**src/rtl/regfile_scoreboard.sv**
```systemverilog
// rtl/regfile_scoreboard.sv - scalar/vector register file with busy scoreboard
// Write-through reads, RAW/WAW dependence stall and issue-time busy tracking.
module regfile_scoreboard #(
    parameter int NUM_SREG   = 16,
    parameter int NUM_VREG   = 16,
    parameter int REG_WIDTH  = 16,
    parameter int VREG_WIDTH = 64
) (
    input  logic                  I_CLOCK,
    input  logic                  I_RESET,
    input  logic                  I_LOCK,
    input  logic                  I_FetchStall,
    input  logic                  I_WriteBackEnable,
    input  logic                  I_VWriteBackEnable,
    input  logic [5:0]            I_WriteBackRegIdx,
    input  logic [REG_WIDTH-1:0]  I_WriteBackData,
    input  logic [VREG_WIDTH-1:0] I_VWriteBackData,
    input  logic                  I_IssueValid,
    input  logic [5:0]            I_IssueSrc1Idx,
    input  logic [5:0]            I_IssueSrc2Idx,
    input  logic [1:0]            I_IssueSrcUse,
    input  logic [1:0]            I_IssueSrcIsVec,
    input  logic [5:0]            I_IssueDestIdx,
    input  logic [1:0]            I_IssueDestKind,
    output logic [REG_WIDTH-1:0]  O_Src1Data,
    output logic [REG_WIDTH-1:0]  O_Src2Data,
    output logic [VREG_WIDTH-1:0] O_VSrc1Data,
    output logic [VREG_WIDTH-1:0] O_VSrc2Data,
    output logic                  O_DepStall,
    output logic                  O_IssueAccept,
    output logic                  O_Drained,
    output logic                  O_IdxError
);

    logic [REG_WIDTH-1:0]  sRegs [NUM_SREG];
    logic [VREG_WIDTH-1:0] vRegs [NUM_VREG];
    logic [NUM_SREG-1:0]   sBusy, sBusyEff, sBusyNext, sWbMask, sSetMask;
    logic [NUM_VREG-1:0]   vBusy, vBusyEff, vBusyNext, vWbMask, vSetMask;

    logic [3:0] wbIdx, src1Idx, src2Idx, destIdx;
    logic       wbLegal, src1Legal, src2Legal, destLegal;
    logic       sWbHit, vWbHit, sWbCommit, vWbCommit;
    logic       src1Busy, src2Busy, destBusy, depStall, issueAccept;

    assign wbIdx     = I_WriteBackRegIdx[3:0];
    assign src1Idx   = I_IssueSrc1Idx[3:0];
    assign src2Idx   = I_IssueSrc2Idx[3:0];
    assign destIdx   = I_IssueDestIdx[3:0];
    assign wbLegal   = (I_WriteBackRegIdx[5:4] == 2'b00);
    assign src1Legal = (I_IssueSrc1Idx[5:4] == 2'b00);
    assign src2Legal = (I_IssueSrc2Idx[5:4] == 2'b00);
    assign destLegal = (I_IssueDestIdx[5:4] == 2'b00);

    // Hits drive forwarding and effective busy; commits additionally need I_LOCK.
    assign sWbHit    = I_WriteBackEnable & wbLegal;
    assign vWbHit    = I_VWriteBackEnable & wbLegal;
    assign sWbCommit = I_LOCK & sWbHit;
    assign vWbCommit = I_LOCK & vWbHit;

    assign sWbMask  = sWbHit ? ({{(NUM_SREG-1){1'b0}}, 1'b1} << wbIdx) : '0;
    assign vWbMask  = vWbHit ? ({{(NUM_VREG-1){1'b0}}, 1'b1} << wbIdx) : '0;
    assign sBusyEff = sBusy & ~sWbMask;
    assign vBusyEff = vBusy & ~vWbMask;

    always_comb begin
        O_Src1Data = '0;
        if (src1Legal)
            O_Src1Data = (sWbHit && wbIdx == src1Idx) ? I_WriteBackData : sRegs[src1Idx];
    end

    always_comb begin
        O_Src2Data = '0;
        if (src2Legal)
            O_Src2Data = (sWbHit && wbIdx == src2Idx) ? I_WriteBackData : sRegs[src2Idx];
    end

    always_comb begin
        O_VSrc1Data = '0;
        if (src1Legal)
            O_VSrc1Data = (vWbHit && wbIdx == src1Idx) ? I_VWriteBackData : vRegs[src1Idx];
    end

    always_comb begin
        O_VSrc2Data = '0;
        if (src2Legal)
            O_VSrc2Data = (vWbHit && wbIdx == src2Idx) ? I_VWriteBackData : vRegs[src2Idx];
    end

    // Out-of-range indices never report busy; they carry no real register.
    always_comb begin
        src1Busy = 1'b0;
        src2Busy = 1'b0;
        destBusy = 1'b0;
        if (I_IssueSrcUse[0] && src1Legal)
            src1Busy = I_IssueSrcIsVec[0] ? vBusyEff[src1Idx] : sBusyEff[src1Idx];
        if (I_IssueSrcUse[1] && src2Legal)
            src2Busy = I_IssueSrcIsVec[1] ? vBusyEff[src2Idx] : sBusyEff[src2Idx];
        if (destLegal) begin
            if (I_IssueDestKind == 2'b01)
                destBusy = sBusyEff[destIdx];
            else if (I_IssueDestKind == 2'b10)
                destBusy = vBusyEff[destIdx];
        end
    end

    assign depStall      = I_LOCK & I_IssueValid & (src1Busy | src2Busy | destBusy);
    assign issueAccept   = I_LOCK & I_IssueValid & ~I_FetchStall & ~depStall;
    assign O_DepStall    = depStall;
    assign O_IssueAccept = issueAccept;
    assign O_Drained     = ~(|sBusy) & ~(|vBusy);

    always_comb begin
        sSetMask = '0;
        vSetMask = '0;
        if (issueAccept && destLegal) begin
            if (I_IssueDestKind == 2'b01)
                sSetMask = {{(NUM_SREG-1){1'b0}}, 1'b1} << destIdx;
            else if (I_IssueDestKind == 2'b10)
                vSetMask = {{(NUM_VREG-1){1'b0}}, 1'b1} << destIdx;
        end
    end

    // Set is OR-ed after the clear so a same-cycle issue keeps the bit busy.
    assign sBusyNext = (sBusy & ~(sWbCommit ? sWbMask : '0)) | sSetMask;
    assign vBusyNext = (vBusy & ~(vWbCommit ? vWbMask : '0)) | vSetMask;

    always_ff @(posedge I_CLOCK or posedge I_RESET) begin
        if (I_RESET) begin
            for (int i = 0; i < NUM_SREG; i++)
                sRegs[i] <= '0;
            for (int i = 0; i < NUM_VREG; i++)
                vRegs[i] <= '0;
            sBusy      <= '0;
            vBusy      <= '0;
            O_IdxError <= 1'b0;
        end else begin
            O_IdxError <= I_LOCK & (I_WriteBackEnable | I_VWriteBackEnable) & ~wbLegal;
            if (sWbCommit)
                sRegs[wbIdx] <= I_WriteBackData;
            if (vWbCommit)
                vRegs[wbIdx] <= I_VWriteBackData;
            sBusy <= sBusyNext;
            vBusy <= vBusyNext;
        end
    end

endmodule
```
**config.mk**
```make
export PLATFORM = sky130hd
export DESIGN_NAME = regfile_scoreboard
export DESIGN_NICKNAME = d
export VERILOG_FILES = /design/src/rtl/regfile_scoreboard.sv
export SDC_FILE = /design/constraint.sdc
export NUM_CORES = 2
export LEC_CHECK = 0
export CAP_MARGIN = 0
export CORE_MARGIN = 10
export CORE_UTILIZATION = 35
export CTS_CLUSTER_DIAMETER = 40
export DETAILED_ROUTE_END_ITERATION = 8
export GPL_TIMING_DRIVEN = 0
export SLEW_MARGIN = 20
export SYNTH_ARGS = -nofsm -noshare
export SYNTH_HDL_FRONTEND = slang
export SYNTH_SLANG_ARGS = --single-unit
```
**constraint.sdc**
```tcl
create_clock -name I_CLOCK -period 129.6 [get_ports I_CLOCK]
set_input_delay 25.92 -clock I_CLOCK [delete_from_list [all_inputs] [get_ports I_CLOCK]]
set_output_delay 25.92 -clock I_CLOCK [all_outputs]
set_load 0.03 [all_outputs]
```
Yosys cells after proc, flatten, opt, wreduce, memory -nomap -nowiden

Cells that the tools add are included.

Register bits: 1313
Word-level logic and storage cells: 148
Output and inout bits: 164

Shift operators: 2
Equality and inequality tests: 4
Magnitude comparators: 7
Bitwise logic cells: 32
Reductions and logical operators: 14
Muxes and demuxes: 54

Operators by type and width:

| operator             | number |
|---|---|
| $bwmux 1024          | 1 |
| $mux 64              | 9 |
| $bmux 64 s4          | 2 |
| $mux 16              | 18 |
| $bwmux 256           | 1 |
| $demux 64 s4         | 1 |
| $bmux 16 s4          | 2 |
| $and 16x16->16       | 4 |
| $demux 16 s4         | 1 |
| $not 16->16          | 4 |
| $or 16x16->16        | 2 |
| $reduce_or 16->1     | 2 |
| $shl 1x4->16 const A | 2 |
| $bmux 1 s4           | 6 |
| $ge 5x5->1 const B   | 3 |
| $lt 4x5->1 const B   | 3 |
| $not 4->5            | 3 |
| $mux 1               | 13 |
| $and 1x1->1          | 11 |
| $eq 4x4->1           | 2 |
| $logic_and 1x1->1    | 8 |
| $logic_not 2->1      | 4 |
| $lt 5x1->1 const B   | 1 |
| $not 1->1            | 5 |
| 3 further kinds      | 5 |

Logic depth before layout (Yosys ltp)

Depth in word-level cells: 17
Gate-level depth with buffers: 11

Worst setup path before layout

No wires, ideal clock.

Path type: input -> output
Start: input port I_IssueSrc1Idx[0]
End: output port O_Src1Data[10]
Setup slack: 75.021 ns
Cell stages on the path: 9
Path buffers: 4
Data arrival time: 28.659 ns
Required time: 103.680 ns
Cell sequence: buf_2 > buf_2 > buf_1 > xnor2_1 > nand4_1 > nor2_1 > clkbuf_1 > mux2i_1 > nor2_1

Word-level cells in the longest chain between the ends: 6
Elaborated cells on any way between the ends: 8

Ends and longest elaborated chain:

| element                                     | line | source |
|---|---|---|
| start: declaration                          | 19   | `input logic [5:0] I_IssueSrc1Idx,` |
| $not 4->5 (not written as such)             | 68   | `O_Src1Data = (sWbHit && wbIdx == src1Idx) ? I_WriteBackData : sRegs[src1Idx];` |
| $bmux 16 s4                                 | 68   |  |
| $mux 16 (not written as such) (2 in series) | 68   |  |
| $mux 16 (*)                                 | 68   |  |
| $mux 16 (*)                                 | 67   | `if (src1Legal)` |
| end: declaration                            | 25   | `output logic [REG_WIDTH-1:0] O_Src1Data,` |

Mark *: on every way between the ends. The rest lies on a longest branch, timed or not. The select of a mux whose other input is x is not followed.

Final worst setup path

Start: input port I_IssueSrc2Idx[0]
End: output port O_VSrc2Data[47]

Word-level cells in the longest chain between the ends: 6
Elaborated cells on any way between the ends: 8

Ends and longest elaborated chain:

| element                                     | line | source |
|---|---|---|
| start: declaration                          | 20   | `input logic [5:0] I_IssueSrc2Idx,` |
| $not 4->5 (not written as such)             | 86   | `O_VSrc2Data = (vWbHit && wbIdx == src2Idx) ? I_VWriteBackData : vRegs[src2Idx];` |
| $bmux 64 s4                                 | 86   |  |
| $mux 64 (not written as such) (2 in series) | 86   |  |
| $mux 64 (*)                                 | 86   |  |
| $mux 64 (*)                                 | 85   | `if (src2Legal)` |
| end: declaration                            | 28   | `output logic [VREG_WIDTH-1:0] O_VSrc2Data,` |

Marked as above.

==> results.json <==
{
  "status": "completed",
  "row_count": 166,
  "layout-drive-gt1-share_pct": 49.2,
  "syn_area_mm2": 0.0716,
  "vias_per_cell": 6.01,
  "wl_met1_um": 104000,
  "post_drt_wl_per_cell_um": 31.6,
  "p_leak_nw": 37.2,
  "dieHeight_um": 472,
  "fillers": 18500,
  "setup-tns-final_ns": 0,
  "final_core_util_pct": 42.0,
  "cts.sinks": 1313,
  "die-area_mm2": 0.223,
  "dr_wl_met3_um": 25100,
  "maxCapViolCount": 0,
  "cp.arrival_ns": 31.51,
  "synthTopCellsByArea": "dfrtp_1 (46%), mux4_2 (25%), mux2_2 (20%)",
  "cts_tree": "yes",
  "synth_edf_count": 0,
  "hold_viol_final": 0,
  "cts_repair_resize_count": 0,
  "grt_pass1_vias": 49800,
  "insertion_delay_ns": 0.86,
  "io_buffer_count": 193,
  "numCtsBuffers": 220,
  "drv_slew": 0,
  "fin_crit_sh_pct": 44.3,
  "yosys-top-cells-count": "dfrtp_1 (1313), mux2_2 (1280), mux4_2 (809)",
  "io_pins": 281,
  "worst_hold_path_type": "register to register",
  "cp-start-kind": "input port",
  "vias": 48800,
  "multi_input_area_mm2": 0.0367,
  "clockRootBuffer": "clkbuf_16",
  "dp_hpwl_um": 179000,
  "synth_top_area_share_pct": 45.9,
  "yosysWarnings": 0,
  "slew_headroom_pct": 14.4,
  "dr.max_layer_used": "met5",
  "cp-end-kind": "output port",
  "post_cts_buffers": 0,
  "yosysMostFrequentCell": "dfrtp_1",
  "clk_pin_slew_ns": 0.05,
  "p_clk_share_pct": 50.0,
  "internal_power_mw": 0.913,
  "p_per_area_mw_per_mm2": 14.5,
  "post-place-cells": 7665,
  "ctsHoldBuffers": 0,
  "setup_viol": 0,
  "die-width_um": 472,
  "worst-path-max-fanout": 10,
  "antenna_found_initial": 44,
  "crit_type": "input port to output port",
  "yosysUniqueCellTypes": 59,
  "initial_core_util_pct": 35.1,
  "synth.net_count": 4876,
  "ys_seq_area_share_pct": 45.9,
  "yosys.area.top_type": "dfrtp_1",
  "gp_congestion": 0.904,
  "synthCells": 4759,
  "wl_met2_um": 115000,
  "synth_top_flop_cell": "dfrtp_1",
  "rsz0062_at_grt": "no",
  "tightest_slew_ns": 1.28,
  "htree_levels": 4,
  "comb_power_share_pct": 12.3,
  "whs_ns": 0.511,
  "synthArstFlopShare_pct": 100,
  "clock.fmax_mhz": 17.4,
  "p_sw_mw": 0.326,
  "coreArea_mm2": 0.204,
  "ys_ff_latch": 1313,
  "grt_overflow": 0,
  "cts_buffer_depth": 3,
  "wl_um": 257000,
  "syn-mean-instance-area_um2": 15.1,
  "switching_share_pct": 26.3,
  "drtIter0Drc": 5074,
  "placed_area_mm2": 0.0777,
  "final_nets": 5318,
  "crit_required_ns": 103.68,
  "register_area_mm2": 0.0329,
  "skew_ns": 0.0118,
  "drc_errors": 0,
  "area_delta_synth_final_pct": 19.7,
  "peakVddDrop_uv": 12.6,
  "drtAntennaViolNets": 0,
  "grt_pass1_wl_um": 366000,
  "dr.pass1.iters": 5,
  "p_seq_share_pct": 37.7,
  "grt_start_max_net_pins": 106,
  "period_needed_ns": 57.43,
  "finalNonFillerCells": 8112,
  "final_cell_area_mm2": 0.0857,
  "grt_use_total_pct": 22.5
}
layout by cell type, fill, tap and decap left out, types with 14 or more instances in the layout:
cell             netlist  routed
a21oi_1              132     132
buf_1                166     120
buf_16                 0      18
buf_2                 10      51
bufinv_16              0      29
clkbuf_1             368     324
clkbuf_16              0     221
clkbuf_2               0      65
clkbuf_8               0      28
clkdlybuf4s50_1        0     193
clkinv_2               0      28
clkinv_4               0      20
clkinvlp_4             0      31
dfrtp_1             1313    1313
diode_2                0      28
inv_6                  0      30
mux2_2              1280    1280
mux2i_1               36      36
mux4_2               809     809
nand2_1              336     336
nand3_1               29      29
nor2_1                65      61
o211ai_1              14      14
o21ai_0               50      50
o21ai_1               19      19
worst paths after layout:
path / start / endpoint / slack [ns] / cells after the start
max in group asynchronous: I_RESET / vRegs[246] / 101.46 / 7
setup / recovery: I_IssueSrc2Idx[0] / O_VSrc2Data[47] / 72.17 / 10
hold / removal: vBusy[4] / vBusy[4] / 0.51 / 2
setup reg to reg: sBusy[4] / sBusy[7] / 127.03 / 8
hold reg to reg: vBusy[4] / vBusy[4] / 0.51 / 2
min in group asynchronous: I_RESET / vRegs[353] / 25.48 / 2
area by class of cell:
cell class | count | area share (%)
Multi-Input combinational cell | 2896 | 42.9
Sequential cell | 1313 | 38.3
Clock buffer | 264 | 6.96
Tap cell | 2688 | 3.92
Timing Repair Buffer | 220 | 2.99
Buffer | 544 | 2.55
Clock inverter | 153 | 2.29
Antenna cell | 28 | 0.0817
Inverter | 6 | 0.0350
metrics by stage:
step	total power [mW]	setup slack, ns
after floorplan	0.576	66.67
after global placement	0.619	51.23
after detailed placement	0.624	72.33
after CTS	1.24	72.33
after global routing	1.28	72.12
final	1.24	72.17
state kept, by name, indices dropped and copies added (netlist names):
| register | flops |
|---|---|
| O_IdxError | 1 |
| sBusy | 16 |
| sRegs | 256 |
| vBusy | 16 |
| vRegs | 1024 |
kinds of logic (layout without fill, tap and decap cells):
family / after synthesis / in the layout / share of synthesized area, %
compound gates: 243 / 243 / 1.88
flops: 1313 / 1313 / 45.9
other cells: 0 / 28 / 0
simple gates: 520 / 520 / 3.22
mux: 2125 / 2125 / 46.1
xor+xnor: 8 / 8 / 0.0978
buf+inv: 550 / 1187 / 2.90
power groups by stage:
stage                     Combinational (mW)  Clock [mW]  Sequential (mW)
after global routing                   0.162       0.646            0.471
after CTS                              0.152       0.627            0.466
after detailed placement               0.152           0            0.473
after global placement                 0.147           0            0.472
final                                  0.152       0.620            0.467
after floorplan                        0.109           0            0.467
routing by layer:
layer / up-vias / track usage [%]
met5: - / 0
met4: 28 / 10.5
met3: 613 / 7.36
met2: 2465 / 33.7
met1: 26300 / 29.6
li1: 19400 / -
worst max-delay path: stages:
cell             delay (ns)
buf_2                  0.20
clkbuf_2               0.57
clkbuf_1               0.83
clkbuf_1               0.89
buf_1                  0.90
mux4_2                 0.38
mux4_2                 0.24
nand2_1                0.05
a21oi_1                0.69
clkdlybuf4s50_1        0.81
Power figures use the tool's default switching activity.
